===== src/rtl/mips_pkg.sv =====
`default_nettype none
// +----------------------------------------------------------------------------
// | mips_pkg
// | Opcode, funct, ALU-control and state encodings shared by the multicycle core.
// | Revision: 1.0
// +----------------------------------------------------------------------------
package mips_pkg;

    localparam logic [5:0] OP_RTYPE = 6'h00;
    localparam logic [5:0] OP_J     = 6'h02;
    localparam logic [5:0] OP_BEQ   = 6'h04;
    localparam logic [5:0] OP_ADDI  = 6'h08;
    localparam logic [5:0] OP_LW    = 6'h23;
    localparam logic [5:0] OP_SW    = 6'h2B;

    localparam logic [5:0] FUNCT_ADD = 6'h20;
    localparam logic [5:0] FUNCT_SUB = 6'h22;
    localparam logic [5:0] FUNCT_AND = 6'h24;
    localparam logic [5:0] FUNCT_OR  = 6'h25;
    localparam logic [5:0] FUNCT_SLT = 6'h2A;

    localparam logic [2:0] ALU_AND = 3'b000;
    localparam logic [2:0] ALU_OR  = 3'b001;
    localparam logic [2:0] ALU_ADD = 3'b010;
    localparam logic [2:0] ALU_SUB = 3'b110;
    localparam logic [2:0] ALU_SLT = 3'b111;

    localparam logic [1:0] ALUOP_ADD   = 2'b00;
    localparam logic [1:0] ALUOP_SUB   = 2'b01;
    localparam logic [1:0] ALUOP_FUNCT = 2'b10;

    typedef enum logic [3:0] {
        S_FETCH    = 4'd0,
        S_DECODE   = 4'd1,
        S_MEMADR   = 4'd2,
        S_MEMRD    = 4'd3,
        S_MEMWB    = 4'd4,
        S_MEMWR    = 4'd5,
        S_EXECUTE  = 4'd6,
        S_ALUWB    = 4'd7,
        S_BRANCH   = 4'd8,
        S_ADDIEXEC = 4'd9,
        S_ADDIWB   = 4'd10,
        S_JUMP     = 4'd11
    } state_t;

endpackage
`default_nettype wire


===== src/rtl/mips_alu_decoder.sv =====
`default_nettype none
// +----------------------------------------------------------------------------
// | mips_alu_decoder
// | Maps (ALUOp, funct) to the ALU operation code and flags unknown funct values.
// | Revision: 1.0
// +----------------------------------------------------------------------------
module mips_alu_decoder
    import mips_pkg::*;
(
    input  logic [1:0] alu_op,
    input  logic [5:0] funct,
    output logic [2:0] alu_control,
    output logic       funct_illegal
);

    always_comb begin
        alu_control   = ALU_ADD;
        funct_illegal = 1'b0;
        case (alu_op)
            ALUOP_SUB: alu_control = ALU_SUB;
            ALUOP_FUNCT: begin
                case (funct)
                    FUNCT_ADD: alu_control = ALU_ADD;
                    FUNCT_SUB: alu_control = ALU_SUB;
                    FUNCT_AND: alu_control = ALU_AND;
                    FUNCT_OR:  alu_control = ALU_OR;
                    FUNCT_SLT: alu_control = ALU_SLT;
                    // Unknown funct still executes as an add so writeback is well defined
                    default:   funct_illegal = 1'b1;
                endcase
            end
            default: alu_control = ALU_ADD;
        endcase
    end

endmodule
`default_nettype wire


===== src/rtl/mips_multicycle_control.sv =====
`default_nettype none
// +----------------------------------------------------------------------------
// | mips_multicycle_control
// | Moore control FSM sequencing the shared multicycle MIPS datapath.
// | Revision: 1.0
// +----------------------------------------------------------------------------
module mips_multicycle_control
    import mips_pkg::*;
(
    input  logic       clk,
    input  logic       rst,
    input  logic [5:0] op,
    input  logic [5:0] funct,
    input  logic       zero,
    output logic       IorD,
    output logic       MemWrite,
    output logic       IRWrite,
    output logic       RegDst,
    output logic       MemtoReg,
    output logic       RegWrite,
    output logic       ALUSrcA,
    output logic [1:0] ALUSrcB,
    output logic [2:0] ALUControl,
    output logic [1:0] PCSrc,
    output logic       PCEn,
    output logic       illegal_op,
    output logic [3:0] state
);

    state_t     r_state;
    state_t     w_next;
    state_t     w_cur;
    logic       r_illegal;
    logic       w_op_legal;
    logic       w_set_illegal;
    logic       w_funct_illegal;
    logic [1:0] w_alu_op;
    logic       w_alu_active;
    logic [2:0] w_alu_control;
    logic       w_memwrite;
    logic       w_irwrite;
    logic       w_regwrite;
    logic       w_pcwrite;
    logic       w_branch;

    // Reset shows FETCH decode immediately so an aborted instruction cannot write
    assign w_cur = rst ? S_FETCH : r_state;

    assign w_op_legal = (op == OP_LW) || (op == OP_SW) || (op == OP_RTYPE) ||
                        (op == OP_BEQ) || (op == OP_ADDI) || (op == OP_J);

    assign w_set_illegal = ((r_state == S_DECODE) && !w_op_legal) ||
                           ((r_state == S_EXECUTE) && w_funct_illegal);

    always_comb begin
        w_next = S_FETCH;
        case (r_state)
            S_FETCH: w_next = S_DECODE;
            S_DECODE: begin
                case (op)
                    OP_LW, OP_SW: w_next = S_MEMADR;
                    OP_RTYPE:     w_next = S_EXECUTE;
                    OP_BEQ:       w_next = S_BRANCH;
                    OP_ADDI:      w_next = S_ADDIEXEC;
                    OP_J:         w_next = S_JUMP;
                    default:      w_next = S_FETCH;
                endcase
            end
            S_MEMADR:   w_next = (op == OP_LW) ? S_MEMRD : S_MEMWR;
            S_MEMRD:    w_next = S_MEMWB;
            S_EXECUTE:  w_next = S_ALUWB;
            S_ADDIEXEC: w_next = S_ADDIWB;
            default:    w_next = S_FETCH;
        endcase
    end

    always_ff @(posedge clk) begin
        if (rst) begin
            r_state   <= S_FETCH;
            r_illegal <= 1'b0;
        end else begin
            r_state <= w_next;
            if (w_set_illegal) begin
                r_illegal <= 1'b1;
            end
        end
    end

    always_comb begin
        IorD         = 1'b0;
        w_memwrite   = 1'b0;
        w_irwrite    = 1'b0;
        RegDst       = 1'b0;
        MemtoReg     = 1'b0;
        w_regwrite   = 1'b0;
        ALUSrcA      = 1'b0;
        ALUSrcB      = 2'b00;
        w_alu_op     = ALUOP_ADD;
        w_alu_active = 1'b0;
        PCSrc        = 2'b00;
        w_pcwrite    = 1'b0;
        w_branch     = 1'b0;
        case (w_cur)
            S_FETCH: begin
                w_irwrite    = 1'b1;
                ALUSrcB      = 2'b01;
                w_alu_active = 1'b1;
                w_pcwrite    = 1'b1;
            end
            S_DECODE: begin
                ALUSrcB      = 2'b11;
                w_alu_active = 1'b1;
            end
            S_MEMADR, S_ADDIEXEC: begin
                ALUSrcA      = 1'b1;
                ALUSrcB      = 2'b10;
                w_alu_active = 1'b1;
            end
            S_MEMRD: IorD = 1'b1;
            S_MEMWB: begin
                MemtoReg   = 1'b1;
                w_regwrite = 1'b1;
            end
            S_MEMWR: begin
                IorD       = 1'b1;
                w_memwrite = 1'b1;
            end
            S_EXECUTE: begin
                ALUSrcA      = 1'b1;
                w_alu_op     = ALUOP_FUNCT;
                w_alu_active = 1'b1;
            end
            S_ALUWB: begin
                RegDst     = 1'b1;
                w_regwrite = 1'b1;
            end
            S_BRANCH: begin
                ALUSrcA      = 1'b1;
                w_alu_op     = ALUOP_SUB;
                w_alu_active = 1'b1;
                PCSrc        = 2'b01;
                w_branch     = 1'b1;
            end
            S_ADDIWB: w_regwrite = 1'b1;
            S_JUMP: begin
                PCSrc     = 2'b10;
                w_pcwrite = 1'b1;
            end
            default: ;
        endcase
    end

    mips_alu_decoder u_alu_decoder (
        .alu_op        (w_alu_op),
        .funct         (funct),
        .alu_control   (w_alu_control),
        .funct_illegal (w_funct_illegal)
    );

    assign ALUControl = w_alu_active ? w_alu_control : 3'b000;
    assign MemWrite   = w_memwrite & ~rst;
    assign IRWrite    = w_irwrite & ~rst;
    assign RegWrite   = w_regwrite & ~rst;
    assign PCEn       = (w_pcwrite | (w_branch & zero)) & ~rst;
    assign illegal_op = r_illegal;
    assign state      = w_cur;

endmodule
`default_nettype wire

===== config.mk =====
export PLATFORM = sky130hd
export DESIGN_NAME = mips_multicycle_control
export DESIGN_NICKNAME = d
export VERILOG_FILES = /design/src/rtl/mips_pkg.sv /design/src/rtl/mips_alu_decoder.sv /design/src/rtl/mips_multicycle_control.sv
export SDC_FILE = /design/constraint.sdc
export NUM_CORES = 1
export LEC_CHECK = 0
export ABC_AREA = 1
export CAP_MARGIN = 20
export CORE_MARGIN = 2
export CORE_UTILIZATION = 42
export CTS_BUF_LIST = sky130_fd_sc_hd__clkbuf_8
export CTS_CLUSTER_DIAMETER = 80
export DETAILED_ROUTE_END_ITERATION = 8
export PLACE_DENSITY = 0.84
export SLEW_MARGIN = 10
export SYNTH_ARGS = -nofsm -noshare
export SYNTH_HDL_FRONTEND = slang
export SYNTH_HIERARCHICAL = 1
export SYNTH_SLANG_ARGS = --single-unit
export TNS_END_PERCENT = 30

===== constraint.sdc =====
create_clock -name clk -period 2.2 [get_ports clk]
set_input_delay 0.22 -clock clk [delete_from_list [all_inputs] [get_ports clk]]
set_output_delay 0.22 -clock clk [all_outputs]
set_load 0.02 [all_outputs]

-- Yosys cells after proc, flatten, opt, wreduce, memory -nomap -nowiden
Index checks and enable logic that the tools add are counted.
- bits in registers: 5
- equality and inequality tests: 28
- reduce and logical (&&, ||, !) cells: 20
- muxes and demuxes: 22
- bitwise logic cells: 7
- operators by type and width (operator ; number):
    equality test 6 bit, second input constant ; 7
    one-hot mux 4 bit (6 select lines) ; 1
    equality test 4 x 3 -> 1 bit, second input constant ; 5
    equality test 4 bit, second input constant ; 5
    one-hot mux 4 bit (5 select lines) ; 1
    equality test 4 x 2 -> 1 bit, second input constant ; 4
    two-way mux 1 bit ; 12
    one-hot mux 3 bit (4 select lines) ; 1
    equality test 4 x 1 -> 1 bit, second input constant ; 2
    logical NOT 4 bit ; 2
    one-hot mux 2 bit (2 select lines) ; 2
    OR reduction 2 bit ; 4
    equality test 6 x 2 -> 1 bit, second input constant ; 1
    equality test 6 x 3 -> 1 bit, second input constant ; 1
    equality test 6 x 4 -> 1 bit, second input constant ; 1
    logical NOT 6 bit ; 1
    logical OR 1 bit ; 6
    two-way mux 3 bit ; 2
    one-hot mux 2 bit (3 select lines) ; 1
    one-hot mux 3 bit (2 select lines) ; 1
    OR reduction 6 bit ; 1
    AND 1 bit ; 5
    OR reduction 5 bit ; 1
    two-way mux 4 bit ; 1
    other kinds (8) ; 9

-- Depth between registers and ports, before layout
Gate-level depths: netlist (run 1).
- depth after elaboration: 9
- depth in mapped cells: 12
- depth with buffers taken out: 12

-- By module
Netlist (run 1), hierarchy kept.
- by module, submodules not included (module ; area each (µm²) ; instances ; cells each):
    mips_multicycle_control ; 601.8 ; 1 ; 114
    mips_alu_decoder ; 138.9 ; 1 ; 27

-- Worst setup path before layout (run 1)
No wires, ideal clock.
- path type: register to output
- start point: reg r_state[3]
- end point: out ALUControl[2]
- arrival: 1.627 ns
- path buffers: 0
- setup slack: 0.353 ns
- stages on the path, launching flop included: 10
- data required time: 1.980 ns
- cell sequence: dfxtp_1 -> inv_2 -> nor2_4 -> nand2_1 -> nor2_1 -> inv_1 -> ha_1 -> a21oi_1 -> inv_1 -> nor2_1
- longest elaborated chain between the ends: 6
- RTL lines (what ; line ; source):
    start: declaration ; mips_multicycle_control.sv:30 ; state_t r_state;
    start signal: assignment ; mips_multicycle_control.sv:82 ; r_state <= w_next;
    two-way mux 4 bit * ; mips_multicycle_control.sv:47 ; assign w_cur = rst ? S_FETCH : r_state;
    equality test 4 bit or equality test 4 x 3 -> 1 bit (tied branches) ; mips_multicycle_control.sv:103 ; case (w_cur)
    one-hot mux 2 bit (2 select lines) * ; mips_multicycle_control.sv:103 ;
    net w_alu_op[0] ; mips_multicycle_control.sv:37 ; logic [1:0] w_alu_op;
    equality test 2 bit or equality test 2 x 1 -> 1 bit (tied branches) ; mips_alu_decoder.sv:19 ; case (alu_op)
    one-hot mux 3 bit (2 select lines) * ; mips_alu_decoder.sv:19 ;
    net w_alu_control[2] ; mips_multicycle_control.sv:39 ; logic [2:0] w_alu_control;
    two-way mux 3 bit * ; mips_multicycle_control.sv:160 ; assign ALUControl = w_alu_active ? w_alu_control : 3'b000;
    end: declaration ; mips_multicycle_control.sv:23 ; output logic [2:0] ALUControl,
The timed path passes the listed nets; every way through them passes the cells marked *.

-- Worst setup path after layout (run 1)
- start point: in rst
- end point: out ALUControl[2]
- longest elaborated chain between the ends: 6
- RTL lines (what ; line ; source):
    start: declaration ; mips_multicycle_control.sv:11 ; input logic rst,
    two-way mux 4 bit * ; mips_multicycle_control.sv:47 ;
    equality test 4 bit or equality test 4 x 3 -> 1 bit (tied branches) ; mips_multicycle_control.sv:103 ;
    one-hot mux 2 bit (2 select lines) * ; mips_multicycle_control.sv:103 ;
    net w_alu_op[1] ; mips_multicycle_control.sv:37 ;
    equality test 2 bit or equality test 2 x 1 -> 1 bit (tied branches) ; mips_alu_decoder.sv:19 ;
    one-hot mux 3 bit (2 select lines) * ; mips_alu_decoder.sv:19 ;
    net w_alu_control[2] ; mips_multicycle_control.sv:39 ;
    two-way mux 3 bit * ; mips_multicycle_control.sv:160 ;
Marks and branches as above.

==> results of run 1 <==
-- sequential cells by signal, summed over array words and instances (netlist names) --
name,cells
r_state,4
illegal_op,1
-- cells in the final DEF, fill, tap and decap left out, drive strengths merged --
cell | synthesis | final
dlymetal6s2s | 0 | 1
nor3 | 3 | 3
buf | 2 | 25
a31oi | 1 | 1
nand2 | 26 | 26
nor2 | 43 | 43
ha | 2 | 2
o211ai | 1 | 1
a31o | 1 | 1
o21ai | 5 | 5
nand4 | 2 | 2
dfxtp | 5 | 5
o22ai | 1 | 1
clkbuf | 0 | 3
a21oi | 4 | 4
clkdlybuf4s50 | 0 | 21
dlygate4sd2 | 0 | 7
nand3 | 13 | 13
inv | 31 | 32
o31ai | 1 | 1
-- critical path, cell delays in order --
cell and delay [ns]:
clkdlybuf4s50_1 0.43, inv_2 0.09, nand2_1 0.08, nor2_1 0.13
nand2_1 0.11, inv_2 0.10, ha_4 0.14, nand2_1 0.05
inv_1 0.07, nand3_1 0.07, a21oi_1 0.14, inv_1 0.05
nor2_1 0.09, buf_4 0.14
-- worst max-delay path by stage --
stage / from / slack [ns] / to
after floorplan: r_state[3]$_SDFF_PP0_ / 0.35 / ALUControl[2]
after global placement: rst / -0.29 / ALUControl[2]
after detailed placement: rst / -0.36 / ALUControl[2]
after CTS: rst / 0.01 / ALUControl[0]
after global routing: rst / -0.05 / ALUControl[2]
final: rst / 0.06 / ALUControl[2]
-- what timing repair did --
item                       4_1_cts  5_1_grt
setup endpoints to repair       12        3
gates resized for setup         22       11
pin swaps                        0        2
-- cells by family after synthesis --
group	Yosys count	synth area share (%)
buf+inv	33	17.74
fa+ha+maj	2	3.378
flops	5	13.51
simple gates	87	53.88
compound gates	14	11.49
-- metrics by stage --
stage	std cells	utilization (%)
2_1_floorplan	141	-
3_3_place_gp	210	73.26
3_5_place_dp	210	73.26
4_1_cts	214	75.04
5_1_grt	214	76.59
6_report	214	76.59
-- per-layer routing --
metal	vias to the layer above	track usage [%]
met5	-	0
met4	0	20.57
met3	16	2.381
met2	47	44.17
met1	479	22.35
li1	549	-
-- layout make-up --
| class | count | area [um2] | share of cell area (%) |
|---|---|---|---|
| Clock buffer | 3 | 41.29 | 3.191 |
| Clock inverter | 1 | 3.754 | 0.2901 |
| Inverter | 31 | 116.4 | 8.994 |
| Multi-Input combinational cell | 103 | 544.3 | 42.07 |
| Sequential cell | 5 | 100.1 | 7.737 |
| Tap cell | 17 | 21.27 | 1.644 |
| Timing Repair Buffer | 54 | 466.7 | 36.07 |
-- power groups by stage --
stage               registers, mW  logic, mW  clock network (mW)
finish                     0.0991      0.137               0.166
global route               0.0993      0.149               0.173
CTS                        0.0990      0.133               0.170
detailed placement          0.100      0.137                   0
global placement            0.100      0.134                   0
floorplan                   0.103     0.0626                   0
==> run_results.csv, run 1 <==
group,metric,value,unit
outcome,status,"completed",
worst_setup_path,cp.required,1.98,ns
detailed_routing,ant_nets,0,
worst_setup_path,r2r_setup_slack,0.44,ns
synthesis,synthTopCellsByCount,"nor2_1 (34), inv_1 (28), nand2_1 (26), nand3_1 (13)",
worst_setup_path,cp-end-kind,"primary output",
power_and_ir_drop,netSwitchingFraction,30.01,%
power_and_ir_drop,power_frac_comb,34.1,%
synthesis,syn_avg_cell_area,5.253,um2
synthesis,yosysSeqAreaShare,13.51,%
detailed_routing,topRoutingLayerUsed,"met4",
finish,diodes,0,
power_and_ir_drop,leakage,0.6944,nW
synthesis,syn_nets,158,
worst_setup_path,critPathMaxFanout,4,
synthesis,postSynthRegisterBits,5,
timing,fin_crit,2.141,ns
synthesis,synth.area.top_cells,"nor2_1 (17%), inv_1 (14%), dfxtp_1 (14%)",
timing,hold_slack,0.5558,ns
min_path,hold_depth,3,
clocking,cts_made_buffers,3,
clocking,htree_levels,1,
finish,finalInstanceArea,1294,um2
clocking,clk_pin_slew_worst_paths,0.03,ns
placement,post-place-ws,-0.3608,ns
finish,layout-drive-gt1-share,25.38,%
detailed_routing,routed_wl,2.391,mm
grt,grt_pass1_wl,3.581,mm
detailed_routing,drtIter0Drc,15,
grt,grt_antenna_before_repair,0,
clocking,cts-root-buf,"clkbuf_8",
grt,first_global_vias,946,
worst_setup_path,ff2ff_path_depth,12,
synthesis,synth_flop_cell,"dfxtp_1",
placement,dpl_cell_area,1237,um2
die,core_area,1689,um2
timing,finalWorstSetupSlack,0.05856,ns
grt,grt_remaining_overflow,0,
clocking,cts_tree,"built",
synthesis,synth-edff-count,0,
power_and_ir_drop,power.switching,0.1204,mW
power_and_ir_drop,power.total,0.4012,mW
worst_setup_path,r2r_end,"illegal_op$_SDFFE_PP0P_",
clocking,cts_setup_buffers,0,
synthesis,yosysWarnings,6,
synthesis,synth_cell_types,22,
detailed_routing,drt-wirelength-per-cell,11.17,um
clocking,cts.sinks,5,
power_and_ir_drop,powerDensity,310.1,nW/um2
die,die-area,2116,um2
worst_setup_path,crit_type,"in -> out",
min_path,min_to,"illegal_op$_SDFFE_PP0P_",
synthesis,synth_cells,141,
timing,tns,0,ns
detailed_routing,first_pass_iters,4,
clocking,clk_path_buf_depth,2,
finish,num-fill-cells,129,
die,row_count,15,
power_and_ir_drop,power.internal,0.2808,mW
detailed_routing,drc_errors,0,
min_path,hold_start,"illegal_op$_SDFFE_PP0P_",
timing,hold_viol_final,0,
placement,gp_congestion,0.9298,
detailed_routing,viasPerCell,5.098,
die,start_util,43.85,%
timing,finalSetupViolations,0,
run,maxCapViolCount,0,
detailed_routing,routed-wl-met3,122,um
synthesis,post-synth-top-count-cell,"nor2_1",
timing,timing.slew.headroom,82.27,%
detailed_routing,wl_met1,915,um
detailed_routing,met2_length,1.227,mm
power_and_ir_drop,clkPwrFrac,41.3,%
timing,fin_crit_sh,97.34,%
synthesis,synth_top_cell_by_area,"nor2_1",
die,die_x,46.00,um
timing,clock_skew,0.001308,ns
finish,final_nets,215,
placement,portBuffers,34,
timing,final_max_slew_viol_count,0,
synthesis,async_flop_share,0,%
power_and_ir_drop,seqPwrFrac,24.7,%
placement,hpwl,1.971,mm
clocking,hold_buffers,0,
worst_setup_path,startpoint_type,"input pin",
worst_setup_path,crit_arrival,1.92,ns
finish,area_growth,74.66,%
detailed_routing,via_count,1091,
worst_setup_path,rr_startpoint,"r_state[3]$_SDFF_PP0_",
die,die_h,46.00,um
min_path,worstHoldPathType,"reg -> reg",
timing,worst_slew_pin_slew,0.2650,ns
grt,grt_max_degree,10,
die,ios,35,
synthesis,synth_top_area_share,17.23,%
timing,max_freq,467.0,MHz
synthesis,netlist_area,740.7,um2
grt,grt_use_total,23.74,%
clocking,clk_latency,0.22,ns
power_and_ir_drop,ir_drop,0.3298,mV
Power figures use the tool's default switching activity.
==> run 2: changes to the inputs <==
SETUP_SLACK_MARGIN = 0.05   (was unset)
==> run_results.csv, run 2 (same netlist as run 1, synthesis figures left out) <==
group,metric,value,unit
detailed_routing,drt-wirelength-per-cell,11.11,um
finish,layout-drive-gt1-share,25.38,%
clocking,htree_levels,1,
finish,largest_register,"r_state",
clocking,clk_pin_slew_worst_paths,0.03,ns
grt,grt_pass1_wl,3.629,mm
worst_setup_path,r2r_setup_slack,0.46,ns
worst_setup_path,cpPeakStageDelay,0.49,ns
clocking,cts-root-buf,"clkbuf_8",
outcome,status,"completed",
clocking,cts_made_buffers,3,
timing,final_max_slew_viol_count,0,
die,row_count,15,
detailed_routing,routed_wl,2.378,mm
finish,area_growth,74.83,%
clocking,hold_buffers,0,
min_path,hold_depth,3,
clocking,cts_setup_buffers,0,
timing,timing.slew.headroom,82.01,%
grt,first_global_vias,946,
worst_setup_path,r2r_end,"illegal_op$_SDFFE_PP0P_",
worst_setup_path,ff2ff_path_depth,12,
clocking,cts.sinks,5,
finish,most-common-layout-cells,"nor2_1 (32), nand2_1 (26), inv_1 (26)",
timing,hold_viol_final,0,
timing,fin_crit_sh,94.76,%
die,die-area,2116,um2
finish,diodes,0,
worst_setup_path,crit_type,"in -> out",
worst_setup_path,cp_cell_sequence,"clkdlybuf4s50_1 > buf_4 > buf_4 > nor2_4 > nor2_1 > nand2_1 > o211ai_1 > dlygate4sd2_1",
detailed_routing,ant_nets,0,
timing,clock_skew,0.001350,ns
worst_setup_path,startpoint_type,"input pin",
detailed_routing,via_count,1085,
run,maxCapViolCount,0,
grt,grt_antenna_before_repair,0,
timing,worst_slew_pin_slew,0.2689,ns
timing,finalSetupViolations,0,
worst_setup_path,rr_startpoint,"r_state[3]$_SDFF_PP0_",
finish,largest_register_ffs,4,
worst_setup_path,path_delay_family,"buffers and inverters",
worst_setup_path,path_common_cell,"buf_4",
placement,portBuffers,34,
die,die_x,46.00,um
timing,hold_slack,0.5558,ns
die,ios,35,
placement,post-place-ws,-0.3608,ns
worst_setup_path,crit_arrival,1.86,ns
timing,rsz0062_at_grt,"true",
min_path,worstHoldPathType,"reg -> reg",
finish,postLayoutCoreUtil,76.67,%
detailed_routing,viasPerCell,5.070,
worst_setup_path,cp-end-kind,"primary output",
min_path,hold_start,"illegal_op$_SDFFE_PP0P_",
die,core_area,1689,um2
clocking,cts_tree,"built",
detailed_routing,drtIter0Drc,18,
finish,layout.cells.most_common,"nor2_1",
timing,fin_crit,2.085,ns
placement,hpwl,1.971,mm
timing,finalWorstSetupSlack,0.1153,ns
detailed_routing,first_pass_iters,4,
power_and_ir_drop,ir_drop,0.3300,mV
die,die_h,46.00,um
power_and_ir_drop,leakage,0.6907,nW
worst_setup_path,path_buf_inv,4,
clocking,clk_latency,0.22,ns
worst_setup_path,critPathMaxFanout,9,
worst_setup_path,cp.required,1.98,ns
clocking,clk_path_buf_depth,2,
grt,grt_max_degree,10,
grt,grt_remaining_overflow,0,
die,start_util,43.85,%
grt,grt_use_total,24.06,%
finish,final_nets,215,
detailed_routing,drc_errors,0,
power_and_ir_drop,powerDensity,309.7,nW/um2
placement,gp_congestion,0.9298,
worst_setup_path,cp_slowest_cell,"clkdlybuf4s50_1",
timing,max_freq,479.7,MHz
min_path,min_to,"illegal_op$_SDFFE_PP0P_",
[run 2: power breakdown]
part / switching, mW / internal, mW / total [mW]
Clock: 0.0457 / 0.120 / 0.165
Sequential: 0.00372 / 0.0955 / 0.0992
Combinational: 0.0710 / 0.0656 / 0.137
Total: 0.120 / 0.281 / 0.401
[run 2: layout make-up]
type                       count  area (um2)
clock inverter                 1       3.754
clock buffer                   3       41.29
tap                           17       21.27
inverter                      31       116.4
multi-input combinational    103       544.3
sequential                     5       100.1
timing repair buffer          54       467.9
fill                         133       394.1
[run 2: what timing repair did]
item                                    4_1_cts  5_1_grt
endpoints found under the setup margin       12        5
gates resized for setup                      24       10
cloned                                        0        0
[run 2: how the worst max path moves through the flow]
stage,startpoint,end,slack [ns],cells past startpoint
finish,rst,PCEn,0.12,8
global route,rst,ALUControl[2],0.009,14
CTS,rst,ALUControl[2],0.08,13
detailed placement,rst,ALUControl[2],-0.36,13
global placement,rst,ALUControl[2],-0.29,13
floorplan,r_state[3]$_SDFF_PP0_,ALUControl[2],0.35,9
[run 2: worst register-to-register path, stage by stage (launching register included)]
cell     delay (ns)
dfxtp_1        0.37
inv_2          0.09
nor2_4         0.11
nand2_1        0.09
nor2_2         0.15
inv_2          0.06
ha_4           0.16
nand2_1        0.09
buf_4          0.11
nor2_1         0.03
a31o_2         0.23
nor2_1         0.09
nor2_1         0.04
[run 2: through the flow]
stage	power [mW]	std cells	setup TNS [ns]	cell area, um2
5_1_grt	0.4213	214	0	1295
2_1_floorplan	0.1657	141	0	740.7
6_report	0.4011	214	0	1295
3_5_place_dp	0.2376	210	-1.750	1237
4_1_cts	0.4029	214	0	1264
3_3_place_gp	0.2338	210	-1.413	1237
[run 2: metal layers]
metal  global-route usage, %  wire length [um]
met4                   19.43               105
met1                   22.82               889
met2                   45.28              1243
met3                   2.381               140
met5                       0                 0
==> run 3: changes to the inputs <==
CTS_CLUSTER_SIZE = 24   (was unset)
SLEW_MARGIN = unset   (was 10)
==> results of run 3 <==
The final DEF is identical to that of run 2; final timing and power are the same.
